`src/rtl/button_renderer.sv`:
```
// Bevelled square button rasteriser: one framebuffer write per pixel,
// raster order, with ready/valid back-pressure and row-completion pulses.
module button_renderer #(
   parameter int          BORDER      = 2,
   parameter logic [11:0] COLOR_FACE  = 12'h888,
   parameter logic [11:0] COLOR_LIGHT = 12'hFFF,
   parameter logic [11:0] COLOR_DARK  = 12'h444
) (
   input  logic        clk,
   input  logic        rst_n,
   input  logic        draw_button,
   input  logic [10:0] button_xpos,
   input  logic [10:0] button_ypos,
   input  logic [6:0]  button_size,
   input  logic [4:0]  button_num,
   input  logic        fb_ready,
   output logic        fb_we,
   output logic [10:0] fb_x,
   output logic [10:0] fb_y,
   output logic [11:0] fb_rgb,
   output logic        done_x,
   output logic        done_y,
   output logic        busy
);

   typedef enum logic [1:0] {IDLE, DRAW, DONE, HOLD} state_t;

   state_t      state;
   logic [10:0] xpos_l;
   logic [10:0] ypos_l;
   logic [6:0]  size_l;
   logic [4:0]  num_l;
   logic [6:0]  px;
   logic [6:0]  py;
   logic [4:0]  col;
   logic        hold_cnt;

   logic [6:0]  next_px;
   logic [6:0]  next_py;
   logic        last_px;
   logic        last_pix;

   // Bevel colour: light edge wins over dark edge where the two overlap.
   function automatic logic [11:0] pixel_colour(input logic [6:0] cx,
                                                input logic [6:0] cy,
                                                input logic [6:0] sz);
      int far_edge;
      far_edge = int'(sz) - BORDER;
      if (int'(cx) < BORDER || int'(cy) < BORDER)
         return COLOR_LIGHT;
      else if (int'(cx) >= far_edge || int'(cy) >= far_edge)
         return COLOR_DARK;
      else
         return COLOR_FACE;
   endfunction

   // Next raster position after the pixel currently presented.
   always_comb begin
      last_px  = (px == size_l - 7'd1);
      last_pix = last_px && (py == size_l - 7'd1);
      next_px  = last_px ? 7'd0 : px + 7'd1;
      next_py  = last_px ? py + 7'd1 : py;
   end

   // Control FSM with registered outputs; the first DRAW cycle only loads
   // the first pixel, so fb_we rises one cycle after the request is taken.
   always_ff @(posedge clk) begin
      if (!rst_n) begin
         state    <= IDLE;
         fb_we    <= 1'b0;
         fb_x     <= '0;
         fb_y     <= '0;
         fb_rgb   <= '0;
         done_x   <= 1'b0;
         done_y   <= 1'b0;
         busy     <= 1'b0;
         col      <= '0;
         px       <= '0;
         py       <= '0;
         xpos_l   <= '0;
         ypos_l   <= '0;
         size_l   <= '0;
         num_l    <= '0;
         hold_cnt <= 1'b0;
      end else begin
         done_x <= 1'b0;
         done_y <= 1'b0;
         case (state)
            IDLE: begin
               if (draw_button && button_size != 7'd0) begin
                  xpos_l <= button_xpos;
                  ypos_l <= button_ypos;
                  size_l <= button_size;
                  num_l  <= button_num;
                  px     <= '0;
                  py     <= '0;
                  busy   <= 1'b1;
                  state  <= DRAW;
               end
            end
            DRAW: begin
               if (!fb_we) begin
                  fb_we  <= 1'b1;
                  fb_x   <= xpos_l + {4'd0, px};
                  fb_y   <= ypos_l + {4'd0, py};
                  fb_rgb <= pixel_colour(px, py, size_l);
               end else if (fb_ready) begin
                  if (last_pix) begin
                     fb_we  <= 1'b0;
                     done_x <= 1'b1;
                     state  <= DONE;
                     // A row count of 0 or 1 means every button ends a row.
                     if (num_l <= 5'd1 || col >= num_l - 5'd1) begin
                        done_y <= 1'b1;
                        col    <= '0;
                     end else begin
                        col <= col + 5'd1;
                     end
                  end else begin
                     px     <= next_px;
                     py     <= next_py;
                     fb_x   <= xpos_l + {4'd0, next_px};
                     fb_y   <= ypos_l + {4'd0, next_py};
                     fb_rgb <= pixel_colour(next_px, next_py, size_l);
                  end
               end
            end
            DONE: begin
               hold_cnt <= 1'b0;
               state    <= HOLD;
            end
            HOLD: begin
               // Two idle cycles give upstream time to update the position.
               if (hold_cnt) begin
                  busy  <= 1'b0;
                  state <= IDLE;
               end else begin
                  hold_cnt <= 1'b1;
               end
            end
            default: state <= IDLE;
         endcase
      end
   end

endmodule

```
`config.mk`:
```
export PLATFORM = sky130hd
export DESIGN_NAME = button_renderer
export DESIGN_NICKNAME = d
export VERILOG_FILES = /design/src/rtl/button_renderer.sv
export SDC_FILE = /design/constraint.sdc
export NUM_CORES = 1
export LEC_CHECK = 0
export BUFFER_PORTS_ARGS = -buffer_cell sky130_fd_sc_hd__buf_2
export CAP_MARGIN = 25
export CELL_PAD_IN_SITES_DETAIL_PLACEMENT = 0
export CELL_PAD_IN_SITES_GLOBAL_PLACEMENT = 1
export CORE_MARGIN = 2
export CORE_UTILIZATION = 47
export DETAILED_ROUTE_END_ITERATION = 6
export HOLD_SLACK_MARGIN = 0.06
export MAX_ROUTING_LAYER = met4
export PLACE_DENSITY = 0.83
export SLEW_MARGIN = 20
export SYNTH_ARGS = -nofsm -noshare
export SYNTH_HDL_FRONTEND = slang
export SYNTH_SLANG_ARGS = --single-unit
export TNS_END_PERCENT = 10
```
`constraint.sdc`:
```
create_clock -name clk -period 9.05 [get_ports clk]
set_input_delay 0.4525 -clock clk [delete_from_list [all_inputs] [get_ports clk]]
set_output_delay 0.4525 -clock clk [all_outputs]
set_load 0.02 [all_outputs]
```
==> run metrics <==
Post-CTS Setup Repair Bufs 0; fraction of the yosys area taken by sequential cells 0.295; post-placement cell count 882; Yosys cell types 64; pre-CTS worst setup slack about 4300 ps; Max rail drop VDD 0.171 mV; actual transition at the worst max-transition pin about 960 ps; logic depth of the worst register-to-register path 18; Critical Path Sink Type flip-flop; HP Start button_ypos[4]; area inside the core boundary 12000 µm²; count of TritonRoute iterations in the first routing pass 5; maximum number of pins on one net before global-route repair 58; share of flip-flops with an asynchronous set or reset 0; arrival time worst endpoint roughly 5000 ps; worst setup path class reg -> reg; worst path setup slack after routing 4290 ps; CTS root buf sky130_fd_sc_hd__clkbuf_16; worst min-delay path category in -> reg; violation count after the first detailed-route iteration 270; Via-to-Cell Ratio 5.58; worst reg2reg path startpoint size_l[1]$_SDFFE_PN0P_; share of the synthesized area in the top cell type 0.295; required time worst endpoint between 9000 and 10000 ps; Max-Slew Margin vs Limit 0.361; PwrDens 227 nW/µm²; setup slack of the worst register-to-register path about 4300 ps; quantity of gates resized following cts 0; final total negative setup slack 0 ps; layout cells sized above 1 0.170; Synth warnings 0; launch point of the critical path size_l[1]$_SDFFE_PN0P_; clock tree from TritonCTS done; DP Wirelength 10.7 mm; die height 115 µm; Seq. cell area 1700 µm²; MaxCap Viol Count 0; gpl congestion 0.878; starting density of the core 0.480; leading cell types in the layout, fill and taps excluded sky130_fd_sc_hd__nand2_1, sky130_fd_sc_hd__dfxtp_1, sky130_fd_sc_hd__buf_2; sum of routed wire length over all layers 14.7 mm; flip-flop and latch count after synthesis 85; most common flop cell mapped by yosys sky130_fd_sc_hd__dfxtp_1; status complete, no violations; final routed wire length divided by cell count between 15 and 20 µm; remaining global-route overflow 0; number of global-route vias before repair 4701; H-tree levels 3; CP max FO 14; number of nets in the layout 845; core occupancy in the finished layout 0.534; clock-pin slew on the worst setup and hold paths 70 ps; cell taking the most area after synthesis sky130_fd_sc_hd__dfxtp_1; die area 13200 µm²; area used by multi-input combinational logic 3690 µm²; clock tree skew after final layout 9.20 ps; number of max-slew violations in the final report 0; initial antenna violation count 0; Antenna Nets Post-Route 0; Worst Hold Path EP ypos_l[4]$_SDFFE_PN0P_; clock latency on the worst-skew pair 340 ps; top achievable clock speed 0.210 GHz; buffer levels on the longest clock path 2; clock buffers created by TritonCTS 9; smallest hold slack roughly 340 ps; critical register-to-register path endpoint fb_y[8]$_SDFFE_PN0P_; Clock Sink Count 85; number of buffers inserted by port buffering 75; Die W 115 µm; synthesized area divided by synthesized cell count 8.12 µm²; number of inserted diodes 0; Post-route DRC 0; layout overhead on the synthesized area 11.3%; final-report setup violation count 0; leakage component of the power between 2 and 3 nW; netlist area before placement just under 6000 µm²; number of enable flip-flop cells after synthesis 0; GRT Overall Usage 0.239; Hold Crit Depth 3; via count 5007; instance count of the mapped netlist between 700 and 800; count of hold-fix buffers inserted at cts 0; synthesized netlist net count 809; final hold violation count 0; final-layout fill cell count 1150; count of boundary I/O pins 76; wire length of the first global-routing pass 24.2 mm; minimum clock period after layout 4760 ps; total number of placement rows 40; cell types occupying the most area after synthesis sky130_fd_sc_hd__dfxtp_1, sky130_fd_sc_hd__ha_1, sky130_fd_sc_hd__nand2_1; most common library cell in the layout ignoring fill and taps sky130_fd_sc_hd__nand2_1; part of the cycle the worst path needs 0.526; number of cells in the finished layout apart from fillers 898; setup repair after global routing missed its margin no; Worst Setup Start Kind flip-flop
through the flow:
step / power [mW] / cell area (µm²)
2_1_floorplan: 0.931 / 5770
3_3_place_gp: 1.05 / 6090
3_5_place_dp: 1.06 / 6090
4_1_cts: 1.47 / 6420
5_1_grt: 1.55 / 6420
6_report: 1.46 / 6420
metal layers:
layer	wire length, µm	track usage	part of all wire
met1	7280	0.331	0.49
met2	6640	0.364	0.45
met5	0	-	0
met3	562	0.0358	0.038
met4	260	0.0715	0.018
where the power goes:
group	total, mW	switching, mW	internal (mW)	leakage (nW)
clock	0.402	0.153	0.249	0.163
sequential	0.495	0.0632	0.432	0.693
combinational	0.560	0.348	0.212	2.03
worst max-delay path by stage:
stage,endpoint,slack (ps)
after floorplan,fb_y[8]$_SDFFE_PN0P_,5010
after global placement,fb_y[8]$_SDFFE_PN0P_,4480
after detailed placement,fb_y[8]$_SDFFE_PN0P_,4340
after CTS,fb_y[8]$_SDFFE_PN0P_,4290
after global routing,fb_y[8]$_SDFFE_PN0P_,3910
final,fb_y[8]$_SDFFE_PN0P_,4290
sequential cells by signal (all words and copies together) (netlist names):
register,flops
fb_we,1
ypos_l,11
fb_x,11
col,5
fb_rgb,3
num_l,5
hold_cnt,1
py,7
px,7
busy,1
xpos_l,11
done_y,1
size_l,7
done_x,1
fb_y,11
state,2
area by class of cell:
type	instances	area share
Inverter	29	0.0170
Clock buffer	10	0.0372
Sequential cell	85	0.265
Clock inverter	6	0.0131
Multi-Input combinational cell	541	0.574
Timing Repair Buffer	80	0.0644
Tap cell	147	0.0287
cells by family (layout without fill, tap and decap cells):
group | count (synthesis) | count (layout) | synth area share
compound gates | 157 | 157 | 0.177
simple gates | 257 | 257 | 0.218
mux | 13 | 13 | 0.0241
xor+xnor | 53 | 53 | 0.0853
flops | 85 | 85 | 0.295
buf+inv | 84 | 125 | 0.0662
fa+ha+maj | 61 | 61 | 0.135
worst max-delay path, stage by stage (launching register included):
cell	delay [ps]
sky130_fd_sc_hd__dfxtp_1	550
sky130_fd_sc_hd__inv_1	120
sky130_fd_sc_hd__ha_1	280
sky130_fd_sc_hd__nor2b_1	160
sky130_fd_sc_hd__xnor2_1	280
sky130_fd_sc_hd__xor2_1	260
sky130_fd_sc_hd__and3_1	610
sky130_fd_sc_hd__nand2_1	230
sky130_fd_sc_hd__xnor2_1	220
sky130_fd_sc_hd__ha_1	220
sky130_fd_sc_hd__inv_1	60
sky130_fd_sc_hd__fa_1	410
sky130_fd_sc_hd__nor2b_1	120
sky130_fd_sc_hd__o21ai_0	140
sky130_fd_sc_hd__a21oi_1	180
sky130_fd_sc_hd__a211oi_1	100
sky130_fd_sc_hd__a211o_1	320
sky130_fd_sc_hd__xor2_1	140
sky130_fd_sc_hd__a211oi_1	260
synth_stat cells (5+ instances only):
master and number:
sky130_fd_sc_hd__nand3b_1 6, sky130_fd_sc_hd__a21oi_1 63, sky130_fd_sc_hd__dfxtp_1 85, sky130_fd_sc_hd__buf_2 8, sky130_fd_sc_hd__nor2b_1 7, sky130_fd_sc_hd__clkbuf_1 33
sky130_fd_sc_hd__xor2_1 20, sky130_fd_sc_hd__a211o_1 5, sky130_fd_sc_hd__a211oi_1 9, sky130_fd_sc_hd__ha_1 59, sky130_fd_sc_hd__o21a_1 9, sky130_fd_sc_hd__xnor2_1 31
sky130_fd_sc_hd__nand2_1 108, sky130_fd_sc_hd__mux2i_1 6, sky130_fd_sc_hd__nor2_1 51, sky130_fd_sc_hd__a21o_1 6, sky130_fd_sc_hd__o21ai_0 31, sky130_fd_sc_hd__mux2_2 7
sky130_fd_sc_hd__nor4_1 5, sky130_fd_sc_hd__nand3_1 33, sky130_fd_sc_hd__buf_4 11, sky130_fd_sc_hd__inv_1 29, sky130_fd_sc_hd__nor3_1 8, sky130_fd_sc_hd__nand4b_1 10
sky130_fd_sc_hd__nand4_1 6
(Power assumes the default switching activity.)
